[src/rtl/wb_pkg.sv]
// rtl/wb_pkg.sv - write-back source codes, sequencer state type and source classifiers
package wb_pkg;

    localparam logic [3:0] SRC_ALUOUT   = 4'd0;
    localparam logic [3:0] SRC_LOADSIZE = 4'd1;
    localparam logic [3:0] SRC_MEMDATA  = 4'd2;
    localparam logic [3:0] SRC_RD       = 4'd3;
    localparam logic [3:0] SRC_SE1_32   = 4'd4;
    localparam logic [3:0] SRC_CONST227 = 4'd5;
    localparam logic [3:0] SRC_REGB     = 4'd6;
    localparam logic [3:0] SRC_HI       = 4'd7;
    localparam logic [3:0] SRC_LO       = 4'd8;
    localparam logic [3:0] SRC_MAX      = 4'd8;

    typedef enum logic [1:0] {
        ST_IDLE     = 2'd0,
        ST_MEM_WAIT = 2'd1,
        ST_MD_WAIT  = 2'd2,
        ST_WRITE    = 2'd3
    } wb_state_t;

    function automatic logic is_mem_src(input logic [3:0] src);
        return (src == SRC_LOADSIZE) || (src == SRC_MEMDATA);
    endfunction

    function automatic logic is_md_src(input logic [3:0] src);
        return (src == SRC_HI) || (src == SRC_LO);
    endfunction

endpackage

[src/rtl/wb_wait_counter.sv]
// rtl/wb_wait_counter.sv - loadable down-counter with zero flag, stops at zero
module wb_wait_counter #(
    parameter int W = 4
) (
    input  logic         clk,
    input  logic         reset_n,
    input  logic         load,
    input  logic [W-1:0] load_val,
    input  logic         dec,
    output logic         zero
);

    logic [W-1:0] count;

    always_ff @(posedge clk or negedge reset_n) begin
        if (!reset_n) begin
            count <= '0;
        end else if (load) begin
            count <= load_val;
        end else if (dec && (count != '0)) begin
            count <= count - W'(1);
        end
    end

    assign zero = (count == '0);

endmodule

[src/rtl/wb_sequencer.sv]
// rtl/wb_sequencer.sv - write-back sequencer; WB_MD_TIMEOUT_EN adds a mult/div wait timeout
module wb_sequencer
    import wb_pkg::*;
#(
    parameter int MEM_LAT    = 2,
    parameter int MD_TIMEOUT = 40
) (
    input  logic       clk,
    input  logic       reset_n,
    input  logic       req_valid,
    input  logic [3:0] req_src,
    input  logic [4:0] req_rd,
    output logic       req_ready,
    input  logic       muldiv_done,
    input  logic       flush,
    output logic [3:0] memtoreg_sel,
    output logic       reg_write,
    output logic [4:0] wb_rd,
    output logic       wb_done,
    output logic       err
);

    if (MEM_LAT < 1 || MEM_LAT > 15) begin : g_bad_mem_lat
        $error("wb_sequencer: MEM_LAT out of range");
    end
    if (MD_TIMEOUT < 1 || MD_TIMEOUT > 255) begin : g_bad_md_timeout
        $error("wb_sequencer: MD_TIMEOUT out of range");
    end

    localparam logic [3:0] MEM_LOAD = 4'(MEM_LAT - 1);

    wb_state_t  state, state_next;
    logic [3:0] src_q;
    logic [4:0] rd_q;
    logic       err_q;
    logic       capture;
    logic       set_err;
    logic       mem_load, mem_dec, mem_zero;

    wb_wait_counter #(.W(4)) u_mem_cnt (
        .clk      (clk),
        .reset_n  (reset_n),
        .load     (mem_load),
        .load_val (MEM_LOAD),
        .dec      (mem_dec),
        .zero     (mem_zero)
    );

`ifdef WB_MD_TIMEOUT_EN
    localparam logic [7:0] MD_LOAD = 8'(MD_TIMEOUT - 1);
    logic md_load, md_dec, md_zero;

    wb_wait_counter #(.W(8)) u_md_cnt (
        .clk      (clk),
        .reset_n  (reset_n),
        .load     (md_load),
        .load_val (MD_LOAD),
        .dec      (md_dec),
        .zero     (md_zero)
    );
`endif

    always_ff @(posedge clk or negedge reset_n) begin
        if (!reset_n) begin
            state <= ST_IDLE;
            src_q <= '0;
            rd_q  <= '0;
            err_q <= 1'b0;
        end else begin
            state <= state_next;
            err_q <= set_err;
            if (capture) begin
                src_q <= req_src;
                rd_q  <= req_rd;
            end
        end
    end

    // flush outranks every other exit from the wait states
    always_comb begin
        state_next = state;
        capture    = 1'b0;
        set_err    = 1'b0;
        mem_load   = 1'b0;
        mem_dec    = 1'b0;
`ifdef WB_MD_TIMEOUT_EN
        md_load    = 1'b0;
        md_dec     = 1'b0;
`endif
        case (state)
            ST_IDLE: begin
                if (req_valid && !flush) begin
                    if (req_src > SRC_MAX) begin
                        set_err = 1'b1;
                    end else begin
                        capture = 1'b1;
                        if (is_mem_src(req_src)) begin
                            state_next = ST_MEM_WAIT;
                            mem_load   = 1'b1;
                        end else if (is_md_src(req_src)) begin
                            state_next = ST_MD_WAIT;
`ifdef WB_MD_TIMEOUT_EN
                            md_load    = 1'b1;
`endif
                        end else begin
                            state_next = ST_WRITE;
                        end
                    end
                end
            end
            ST_MEM_WAIT: begin
                if (flush) begin
                    state_next = ST_IDLE;
                end else if (mem_zero) begin
                    state_next = ST_WRITE;
                end else begin
                    mem_dec = 1'b1;
                end
            end
            ST_MD_WAIT: begin
                if (flush) begin
                    state_next = ST_IDLE;
                end else if (muldiv_done) begin
                    state_next = ST_WRITE;
`ifdef WB_MD_TIMEOUT_EN
                end else if (md_zero) begin
                    state_next = ST_IDLE;
                    set_err    = 1'b1;
                end else begin
                    md_dec = 1'b1;
`endif
                end
            end
            ST_WRITE: begin
                state_next = ST_IDLE;
            end
            default: begin
                state_next = ST_IDLE;
            end
        endcase
    end

    assign req_ready    = (state == ST_IDLE) && !flush;
    assign memtoreg_sel = (state == ST_IDLE) ? 4'd0 : src_q;
    assign wb_rd        = (state == ST_IDLE) ? 5'd0 : rd_q;
    assign wb_done      = (state == ST_WRITE);
    assign reg_write    = (state == ST_WRITE) && (rd_q != 5'd0);
    assign err          = err_q;

endmodule

[config.mk]
export PLATFORM = sky130hd
export DESIGN_NAME = wb_sequencer
export DESIGN_NICKNAME = d
export VERILOG_FILES = /design/src/rtl/wb_pkg.sv /design/src/rtl/wb_wait_counter.sv /design/src/rtl/wb_sequencer.sv
export SDC_FILE = /design/constraint.sdc
export NUM_CORES = 1
export LEC_CHECK = 0
export CORE_MARGIN = 1
export CORE_UTILIZATION = 49
export DETAILED_ROUTE_END_ITERATION = 8
export GPL_ROUTABILITY_DRIVEN = 0
export PLACE_DENSITY = 0.88
export SLEW_MARGIN = 20
export SYNTH_ARGS = -nofsm -noshare
export SYNTH_HDL_FRONTEND = slang
export SYNTH_SLANG_ARGS = --single-unit
[constraint.sdc]
create_clock -name clk -period 6 [get_ports clk]
set_clock_uncertainty 0.05 [all_clocks]
set_input_delay 0.6 -clock clk [delete_from_list [all_inputs] [get_ports clk]]
set_output_delay 0.6 -clock clk [all_outputs]
set_load 0.005 [all_outputs]
### After elaboration in Yosys (flattened, before gate mapping)

Index checks and enable logic that the tools add are counted.

* $add $sub $neg: 1
* order comparisons: 1
* eq/ne operators: 11
* muxes and demuxes: 26
* reductions and logical operators: 13

Operators with widths (count)
* 1-bit 2-to-1 mux: 14
* 2-bit 2-to-1 mux: 7
* 4-bit 2-to-1 mux: 3
* 2-bit case mux with 4 select lines: 1
* 3-bit inequality test, second input constant: 2
* 5-bit 2-to-1 mux: 1
* 5-bit nonzero test: 1
* 2-bit equality test, second input constant: 2
* 4-bit by 1-bit equality test with 1-bit output, second input constant: 1
* 4-bit by 2-bit equality test with 1-bit output, second input constant: 1
* 4-bit by 3-bit equality test with 1-bit output, second input constant: 1
* 4-bit equality test, second input constant: 1
* 4-bit greater-than comparator, second input constant: 1
* 1-bit logical AND: 4
* 4-bit logical NOT: 1
* 2-bit inequality test, second input constant: 2
* 4-bit AND reduction: 1
* 4-bit nonzero test: 1
* 4-bit by 1-bit subtractor with 4-bit output, second input constant: 1
* 2-bit by 1-bit equality test with 1-bit output, second input constant: 1
* 2-bit logical NOT: 1
* 1-bit logical OR: 2
* 2-bit nonzero test: 1
* 1-bit logical NOT: 1

* register bits after elaboration: 16
* bits of input ports: 14

### Longest topological paths before layout

Gate-level depths: netlist of the first run.

* depth in word-level cells: 7
* mapped depth: 7

### By module

From an unflattened synthesis of the first run, not the netlist that was laid out.

* cell total of the unflattened synthesis: 94
* area total of the unflattened synthesis: 1021.0 µm²

Modules (own cells, without submodules)
* wb_sequencer: times used 1, cells an instance 67, area each 750.7 µm²
* wb_wait_counter: times used 1, cells an instance 27, area each 270.3 µm²

### Worst setup path after synthesis of the first run

Ideal clock, no wire load.

* path kind: input port to flip-flop
* start: in req_src[0]
* end: reg state[0]
* arrival time: 1.868 ns
* slack: 3.954 ns
* stages on the path: 4
* buffers on the path: 0
* cell sequence: o31a_1 -> or3b_1 -> a211o_1 -> mux2_1

* cells in the longest elaborated chain, start to end: 7

RTL lines
* start, declared: RTL line wb_sequencer.sv:11 `input logic [3:0] req_src,`
* 4-bit by 3-bit equality test with 1-bit output / 4-bit equality test (equally long branches): RTL line wb_pkg.sv:27 `return (src == SRC_HI) || (src == SRC_LO);`
* 1-bit logical OR: RTL line wb_pkg.sv:27
* 1-bit 2-to-1 mux: RTL line wb_sequencer.sv:100 `end else if (is_md_src(req_src)) begin`
* 2-bit 2-to-1 mux: RTL line wb_sequencer.sv:97 `if (is_mem_src(req_src)) begin`
* 2-bit 2-to-1 mux: RTL line wb_sequencer.sv:93 `if (req_src > SRC_MAX) begin`
* 2-bit 2-to-1 mux: RTL line wb_sequencer.sv:92 `if (req_valid && !flush) begin`
* 2-bit case mux with 4 select lines: RTL line wb_sequencer.sv:90 `case (state)`
* end signal, assigned: RTL line wb_sequencer.sv:70 `state <= state_next;`
* end, declared: RTL line wb_sequencer.sv:32 `wb_state_t state, state_next;`

Several ways; a longest one is shown, not always the timed one. The select of a mux whose other input is x is not followed.
A chain may end at the register's enable or synchronous reset.

### Worst setup path in the final report of the first run

* start: reg state[0]
* end: out req_ready

* cells in the longest elaborated chain, start to end: 2

RTL lines
* 2-bit logical NOT: RTL line wb_sequencer.sv:143 `assign req_ready = (state == ST_IDLE) && !flush;`
* 1-bit logical AND: RTL line wb_sequencer.sv:143
* end, declared: RTL line wb_sequencer.sv:13 `output logic req_ready,`

Every way passes these cells.

==> impl_metrics.csv, run 1 <==
group,metric,value,unit
run_status,outcome,"finished, final reports clean",
yosys,ys_ff_latch,16,
floorplan,fp.dieH,44.61,µm
yosys,netlist_instances,82,
clock_network,cts_buffers,3,
grt,grt_pass1_wl,3029,µm
critical_path,max_stage_delay,0.53,ns
sta,finalCritPeriodShare,45.45,%
layout,nets,132,
clock_network,clk_latency,0.30,ns
critical_path,cp-startpoint,"state[0]",
clock_network,clock_path_buffers,2,
layout,fin_cells,136,
floorplan,die_area,1990,µm²
sta,hold_ws,0.4410,ns
critical_path,r2r-start,"state[0]",
clock_network,htreeDepth,1,
detailed_routing,drc,0,
yosys,netlist_area,889.6,µm²
critical_path,cp_max_fo,14,
yosys,synth_common_cells,"dfrtp_1 (16), nor2b_1 (11), mux2_2 (9)",
yosys,async_flop_share,100.0,%
critical_path,cp-endpoint,"req_ready",
floorplan,fp-row-count,15,
pwr,p_per_area,452.9,nW/µm²
flow_run,cap_viol_max_count,0,
detailed_routing,dr.pass1.iters,4,
layout,drive_gt1_share,12.61,%
floorplan,start_util,52.09,%
grt,grt_pass1_vias,705,
sta,tightest_slew,0.7119,ns
critical_path,r2r-end,"src_q[2]",
placed_design,hpwlAfterDp,1305,µm
yosys,synth_edf_count,0,
detailed_routing,ant_nets,0,
critical_path,critPathKind,"flop to output port",
yosys,synth_fp_nets,102,
detailed_routing,wl,1830,µm
critical_path,reg2reg_slack,3.46,ns
yosys,synthMostInstantiatedCell,"dfrtp_1",
grt,antenna_found_initial,0,
critical_path,worstPathRequired,5.35,ns
grt,grt_max_degree,17,
yosys,synth-warning-count,0,
yosys,synth_area_per_cell,10.85,µm²
sta,slew-limit-headroom,52.39,%
placed_design,dp.cells,132,
yosys,synth_top_area_share,45.01,%
clock_network,cts_hold_buf,0,
layout,syn2layout_area_growth,36.43,%
critical_path,reg2reg_depth,6,
yosys,synth.area.top_cells,"dfrtp_1 (45%), mux2_2 (11%), ha_1 (8.4%), nor2b_1 (7.7%), o21ai_0 (2.3%)",
layout,n_antenna_cell,0,
critical_path,crit_path_cell_trace,"inv_1 -> ha_1 -> nor2b_1 -> clkdlybuf4s50_1",
critical_path,cp_data_arrival_time,2.08,ns
detailed_routing,routed_via_density,5.176,
sta,timing.fmax,366.7,MHz
yosys,yosysSeqAreaShare,45.01,%
yosys,yosysTopAreaCell,"dfrtp_1",
floorplan,io_pins,27,
critical_path,endpoint_kind,"output port",
clock_network,cts_tree,"yes",
clock_network,cts-root-buf,"clkbuf_4",
min_path,hold_class,"flop to flop",
sta,slew_viol_final,0,
yosys,synthFlopType,"dfrtp_1",
grt,gr-usage-all-layers,21.43,%
detailed_routing,drt_iter0_markers,15,
pwr,leakage,0.5258,nW
pwr,vdd_drop_max,0.3035,mV
clock_network,numClockSinks,16,
clock_network,cts_resized,0,
sta,timing.final.hold_violations,0,
sta,rsz0062_at_grt,"false",
floorplan,die_w,44.61,µm
detailed_routing,via_count,704,
sta,post-route-min-period,2.727,ns
floorplan,core-area,1708,µm²
grt,grt_overflow_total,0,
placed_design,io_buffers,26,
clock_network,path_clk_slew,0.10,ns
yosys,synth.distinct_cells,29,
critical_path,cp_slowest_cell,"clkdlybuf4s50_1",
sta,tns,0,ns
sta,setup_violations,0,
min_path,hp-start,"src_q[3]",
critical_path,cp-start-kind,"flop",
detailed_routing,wl_per_cell,13.46,µm
clock_network,postCtsSetupBuffers,0,
cells by family (layout without fill, tap and decap cells):
family	count (synthesis)	count (layout)	synth area share, %
mux	11	11	13.78
simple gates	30	30	19.55
buf+inv	6	35	2.531
fa+ha+maj	6	6	8.439
compound gates	9	9	6.752
flops	16	16	45.01
xor+xnor	4	4	3.939
critical path, delay by kind of cell, from the launching register on:
family                     cells  cell delay (ns)
and+or+nand+nor                1             0.26
adders and majority gates      1             0.46
buffers and inverters          2             0.63
DFF                            1             0.43
sequential cells by signal (all words and copies together) (netlist names):
signal,cells
err,1
state,2
rd_q,5
u_mem_cnt.count,4
src_q,4
area by class of cell:
| type | count | area, µm² |
|---|---|---|
| fillers | 121 | 494.2 |
| multi-input cells | 60 | 466.7 |
| flip-flops and latches | 16 | 400.4 |
| repair buffers | 26 | 260.3 |
| clock buffers | 4 | 36.28 |
| well taps | 25 | 31.28 |
| inverters | 5 | 18.77 |
cell usage in the layout (no fill, tap or decap), drive strengths merged, types with 2 or more instances in the layout:
| cell | synthesis | layout |
|---|---|---|
| or3b | 2 | 2 |
| nand2 | 2 | 2 |
| ha | 6 | 6 |
| xor2 | 2 | 2 |
| dfrtp | 16 | 16 |
| o21ai | 4 | 4 |
| xnor2 | 2 | 2 |
| nor2b | 11 | 11 |
| nand3 | 2 | 2 |
| clkbuf | 1 | 4 |
| clkdlybuf4s50 | 0 | 26 |
| inv | 5 | 5 |
| mux2 | 10 | 10 |
| nor2 | 5 | 5 |
power by group:
group          switching (mW)  internal (mW)  total, mW
registers              0.0345          0.159      0.193
logic                   0.114          0.169      0.282
clock network          0.0376         0.0370     0.0746
layer usage:
metal,part of all wire (%),global-route usage [%],vias to the layer above
met4,1.9,11.52,0
met2,49,36.18,16
li1,-,-,338
met1,45,25.91,345
met5,0,0,-
met3,3.8,3.673,5
metrics by stage:
stage	area, µm²	utilization (%)	setup WS [ns]	power [mW]
after floorplan	889.6	-	3.954	0.3435
after global placement	1177	68.94	3.416	0.4610
after detailed placement	1177	68.94	3.369	0.4712
after CTS	1214	71.06	3.267	0.5515
after global routing	1214	71.06	3.117	0.5874
final	1214	71.06	3.273	0.5497
worst min-delay path by stage:
stage	to	slack [ns]	cells past startpoint
final	src_q[3]	0.44	1
after global routing	src_q[3]	0.45	1
after CTS	src_q[3]	0.44	1
after detailed placement	src_q[3]	0.42	1
after global placement	src_q[3]	0.42	1
after floorplan	err	0.25	0
Power figures use the tool's default switching activity.
==> inputs of run 2 (changes only) <==
Settings changed: CORE_UTILIZATION 49 to 41, PLACE_DENSITY 0.88 to 0.79.
Clock period 6 ns to 2.5 ns, I/O delays scaled along.
==> impl_metrics.csv, run 2 (synthesized netlist as in run 1, its figures left out) <==
group,metric,value,unit
run_status,outcome,"finished, final reports clean",
detailed_routing,drt_iter0_markers,5,
pwr,leakage,0.5362,nW
pwr,p_per_area,1067,nW/µm²
sta,post-route-min-period,2.172,ns
sta,slew_viol_final,0,
critical_path,cp_max_fo,13,
floorplan,fp-row-count,16,
layout,drive_gt1_share,14.16,%
layout,layout_common_cells,"clkdlybuf4s50_1 (26), dfrtp_1 (16), nor2b_1 (11), mux2_2 (9), ha_1 (6)",
layout,fin_area,1231,µm²
critical_path,worstPathRequired,2.20,ns
layout,fillers,181,
critical_path,r2r-start,"u_mem_cnt.count[0]",
sta,timing.fmax,460.4,MHz
detailed_routing,wl,1900,µm
layout,fin_cells,140,
layout,reg_top3,"rd_q x5, src_q x4, u_mem_cnt.count x4",
detailed_routing,routed_via_density,4.964,
clock_network,clock_path_buffers,2,
sta,finalCritPeriodShare,86.87,%
placed_design,place_area,1195,µm²
critical_path,max_stage_delay,0.52,ns
critical_path,crit_family,"buffers and inverters",
critical_path,reg2reg_depth,6,
grt,grt_pass1_vias,704,
critical_path,cp_slowest_cell,"clkdlybuf4s50_1",
layout,nets,134,
critical_path,crit_path_cell_trace,"inv_1 -> ha_1 -> buf_4 -> nor2b_1 -> clkdlybuf4s50_1",
detailed_routing,dr.pass1.iters,4,
critical_path,endpoint_kind,"output port",
placed_design,hpwlAfterDp,1465,µm
layout,top_register,"rd_q",
layout,syn2layout_area_growth,38.40,%
critical_path,cp_num_cells,5,
critical_path,critPathKind,"flop to output port",
detailed_routing,via_count,695,
detailed_routing,drc,0,
critical_path,r2r-end,"state[0]",
sta,tns,0,ns
floorplan,die_w,48.58,µm
grt,grt_max_degree,17,
layout,largest_reg_flops,5,
sta,tightest_slew,0.7055,ns
floorplan,core-area,2002,µm²
floorplan,fp.dieH,48.58,µm
sta,timing.final.hold_violations,0,
sta,setup_violations,0,
layout,multiInputGateArea,466.7,µm²
pwr,vdd_drop_max,0.6067,mV
floorplan,io_pins,27,
placed_design,dp.cells,136,
clock_network,postCtsSetupBuffers,0,
grt,grt_overflow_total,0,
critical_path,cp_data_arrival_time,1.87,ns
clock_network,path_clk_slew,0.09,ns
sta,rsz0062_at_grt,"false",
detailed_routing,ant_nets,0,
layout,n_antenna_cell,0,
clock_network,cts_hold_buf,0,
clock_network,htreeDepth,1,
clock_network,cts_resized,0,
clock_network,cts-root-buf,"clkbuf_4",
layout,final_common_cell,"clkdlybuf4s50_1",
sta,slew-limit-headroom,52.82,%
flow_run,cap_viol_max_count,0,
clock_network,numClockSinks,16,
critical_path,cp_num_buf_inv,3,
layout,regArea,400.4,µm²
grt,antenna_found_initial,0,
grt,grt_pass1_wl,3098,µm
grt,gr-usage-all-layers,17.56,%
placed_design,io_buffers,26,
clock_network,cts_buffers,3,
floorplan,start_util,44.44,%
sta,hold_ws,0.3234,ns
critical_path,cp-start-kind,"flop",
min_path,hold_class,"input pin to asynchronous set/reset pin",
critical_path,reg2reg_slack,0.40,ns
detailed_routing,wl_per_cell,13.57,µm
clock_network,clk_latency,0.29,ns
clock_network,cts_tree,"yes",
floorplan,die_area,2360,µm²
run 2: cell count changes in the layout (fill, tap and decap cells not counted), sizes merged:
cell | before | now
buf | 0 | 2
run 2: report_power, final:
| part | switching (mW) | internal (mW) |
|---|---|---|
| logic | 0.267 | 0.410 |
| clock network | 0.0828 | 0.0888 |
| registers | 0.0851 | 0.381 |
| total | 0.435 | 0.879 |
run 2: area by class of cell:
type / count / share of cell area [%]
clock buffer: 4 / 2.947
inverter: 5 / 1.524
sequential: 16 / 32.52
tap: 27 / 2.744
multi-input combinational: 60 / 37.91
timing repair buffer: 28 / 22.36
run 2: worst max-delay path by stage:
| stage | start | end | slack, ns |
|---|---|---|---|
| 2_1_floorplan | u_mem_cnt.count[0] | state[0] | 0.53 |
| 3_3_place_gp | req_src[0] | state[0] | 0.26 |
| 3_5_place_dp | req_src[0] | state[0] | 0.20 |
| 4_1_cts | state[0] | memtoreg_sel[1] | 0.32 |
| 5_1_grt | state[0] | memtoreg_sel[1] | 0.27 |
| 6_report | state[0] | memtoreg_sel[1] | 0.33 |
run 2: stage by stage:
stage                     worst slack [ns]  power (mW)  util (%)
after floorplan                     0.5307      0.8243         -
after global placement              0.2608       1.116     59.69
after detailed placement            0.2040       1.154     59.69
after CTS                           0.3230       1.330     61.50
after global routing                0.2723       1.408     61.50
final                               0.3282       1.314     61.50
run 2: worst reg2reg max path, stage by stage, from the launching register on:
cell and delay [ns]:
dfrtp_1 0.42, inv_1 0.09, ha_1 0.14, or3b_2 0.47, and2_1 0.22, a211o_1 0.27
mux2_1 0.33
run 2: layer usage:
metal | share of wire [%] | global-route usage (%)
met1 | 42 | 18.53
met2 | 53 | 32.63
met3 | 3.7 | 4.717
met4 | 1.5 | 7.353
met5 | 0 | 0
==> inputs of run 3 (changes only) <==
Clock period 2.5 ns to 1.9 ns, I/O delays scaled along.
==> impl_metrics.csv, run 3 (synthesized netlist as in run 1, its figures left out) <==
group,metric,value,unit
run_status,outcome,"finished, final reports clean",
placed_design,io_buffers,26,
layout,largest_reg_flops,5,
clock_network,cts-root-buf,"clkbuf_4",
grt,met1_usage,21.26,%
placed_design,dp.cells,148,
layout,fin_cells,160,
sta,slew-limit-headroom,71.76,%
min_path,hold_class,"input pin to asynchronous set/reset pin",
pwr,leakage,0.7109,nW
floorplan,die_w,48.58,µm
sta,setup_violations,0,
critical_path,crit_path_cell_trace,"buf_4 -> buf_4 -> ha_1 -> nor2b_1 -> and2_4 -> a211o_1 -> mux2_4",
floorplan,core-area,2002,µm²
clock_network,path_clk_slew,0.10,ns
layout,layout_common_cells,"buf_4 (21), dfrtp_1 (16), clkdlybuf4s50_1 (14), nor2b_1 (10), mux2_2 (9)",
pwr,power_frac_clock,11.8,%
layout,reg_top3,"rd_q x5, src_q x4, u_mem_cnt.count x4",
detailed_routing,wl,2154,µm
detailed_routing,routed_via_density,4.813,
sta,rsz0062_at_grt,"true",
layout,final_common_cell,"buf_4",
pwr,power.total,1.966,mW
floorplan,fp.dieH,48.58,µm
layout,syn2layout_area_growth,58.37,%
sta,hold_ws,0.1291,ns
sta,timing.final.hold_violations,0,
layout,top_register,"rd_q",
critical_path,worstPathRequired,2.04,ns
sta,timing.fmax,526.4,MHz
critical_path,critPathKind,"flop to flop",
detailed_routing,drt_iter0_markers,8,
critical_path,cp_max_fo,3,
detailed_routing,drc,0,
floorplan,io_pins,27,
critical_path,endpoint_kind,"flop",
layout,nets,154,
layout,drive_gt1_share,34.59,%
sta,post-route-min-period,1.900,ns
grt,antenna_found_initial,0,
flow_run,cap_viol_max_count,0,
grt,grt_pass1_vias,776,
grt,grt_overflow_total,0,
critical_path,max_stage_delay,0.42,ns
detailed_routing,ant_nets,0,
floorplan,fp-row-count,16,
critical_path,crit_top_cell,"buf_4",
grt,grtUsageMet2,38.50,%
grt,grt_use_met3,5.660,%
clock_network,cts_hold_buf,0,
grt,grt_pass1_wl,3484,µm
pwr,power.internal,1.308,mW
pwr,swShare,33.47,%
clock_network,cts_buffers,3,
detailed_routing,wl_per_cell,13.46,µm
critical_path,cp-start-kind,"flop",
pwr,pwr-share-comb,57.5,%
floorplan,die_area,2360,µm²
pwr,pwr-share-seq,30.7,%
critical_path,reg2reg_slack,0.0001,ns
clock_network,numClockSinks,16,
sta,tightest_slew,0.4223,ns
detailed_routing,dr.pass1.iters,4,
placed_design,hpwlAfterDp,1597,µm
critical_path,cp_data_arrival_time,2.04,ns
sta,slew_viol_final,0,
layout,utilization,70.38,%
pwr,switchingPower,0.6581,mW
detailed_routing,via_count,770,
sta,finalCritPeriodShare,99.99,%
grt,top_usage_layer,"met2",
clock_network,clock_path_buffers,2,
pwr,vdd_drop_max,0.7484,mV
grt,grt_max_degree,11,
floorplan,start_util,44.44,%
critical_path,cp_slowest_cell,"dfrtp_1",
clock_network,cts_tree,"yes",
grt,gr-usage-all-layers,19.95,%
clock_network,htreeDepth,1,
clock_network,clk_latency,0.30,ns
layout,n_antenna_cell,0,
pwr,p_per_area,1396,nW/µm²
-- run 3: per-stage QoR --
stage	TNS, ns	instance area [µm²]	setup slack [ns]
final	0	1409	0.0001255
after global routing	-0.05039	1409	-0.04214
after CTS	0	1376	0.0006805
after detailed placement	-0.3708	1292	-0.2246
after global placement	-0.3408	1292	-0.2027
after floorplan	0	897.1	0.006990
-- run 3: worst max-delay path: cells and delay by family, from the launching register on --
kind	cells	cell delay (ns)
DFF	1	0.42
and+or+nand+nor	2	0.31
muxes	1	0.30
buffers and inverters	2	0.29
AOI/OAI and AO/OA	1	0.25
adders and majority gates	1	0.18
-- run 3: path summary, 6_finish.rpt --
path,from,endpoint,cells past startpoint
max,state[0],state[0],7
min,reset_n,state[1],1
min in group clk,req_rd[3],rd_q[3],2
max in group asynchronous,reset_n,src_q[1],2
min reg2reg,src_q[3],src_q[3],1
max reg2reg,state[0],state[0],7
-- run 3: what timing repair did --
action	CTS	global route
setup endpoints to repair	12	5
pin swaps	3	0
gates resized for setup	19	5
setup buffers	4	4
endpoints found under the hold margin	0	0
cloned	0	0
-- run 3: power by group through the flow --
stage / Combinational [mW] / Clock (mW) / Sequential (mW)
after floorplan: 0.516 / 0 / 0.582
after global placement: 0.964 / 0 / 0.599
after detailed placement: 1.01 / 0 / 0.614
after CTS: 1.08 / 0.237 / 0.599
after global routing: 1.24 / 0.251 / 0.622
final: 1.13 / 0.233 / 0.603
-- run 3: cell type report --
| cell class | instances | area, µm² |
|---|---|---|
| fill | 150 | 593.1 |
| multi-input combinational | 60 | 498.0 |
| timing repair buffer | 48 | 421.7 |
| sequential | 16 | 400.4 |
| clock buffer | 4 | 36.28 |
| tap | 27 | 33.78 |
| inverter | 5 | 18.77 |
-- run 3: per-layer routing --
metal  vias to the layer above  wire (µm)
li1                        382          -
met1                       371        923
met2                        14       1138
met3                         3         76
met4                         0         17
met5                         -          0
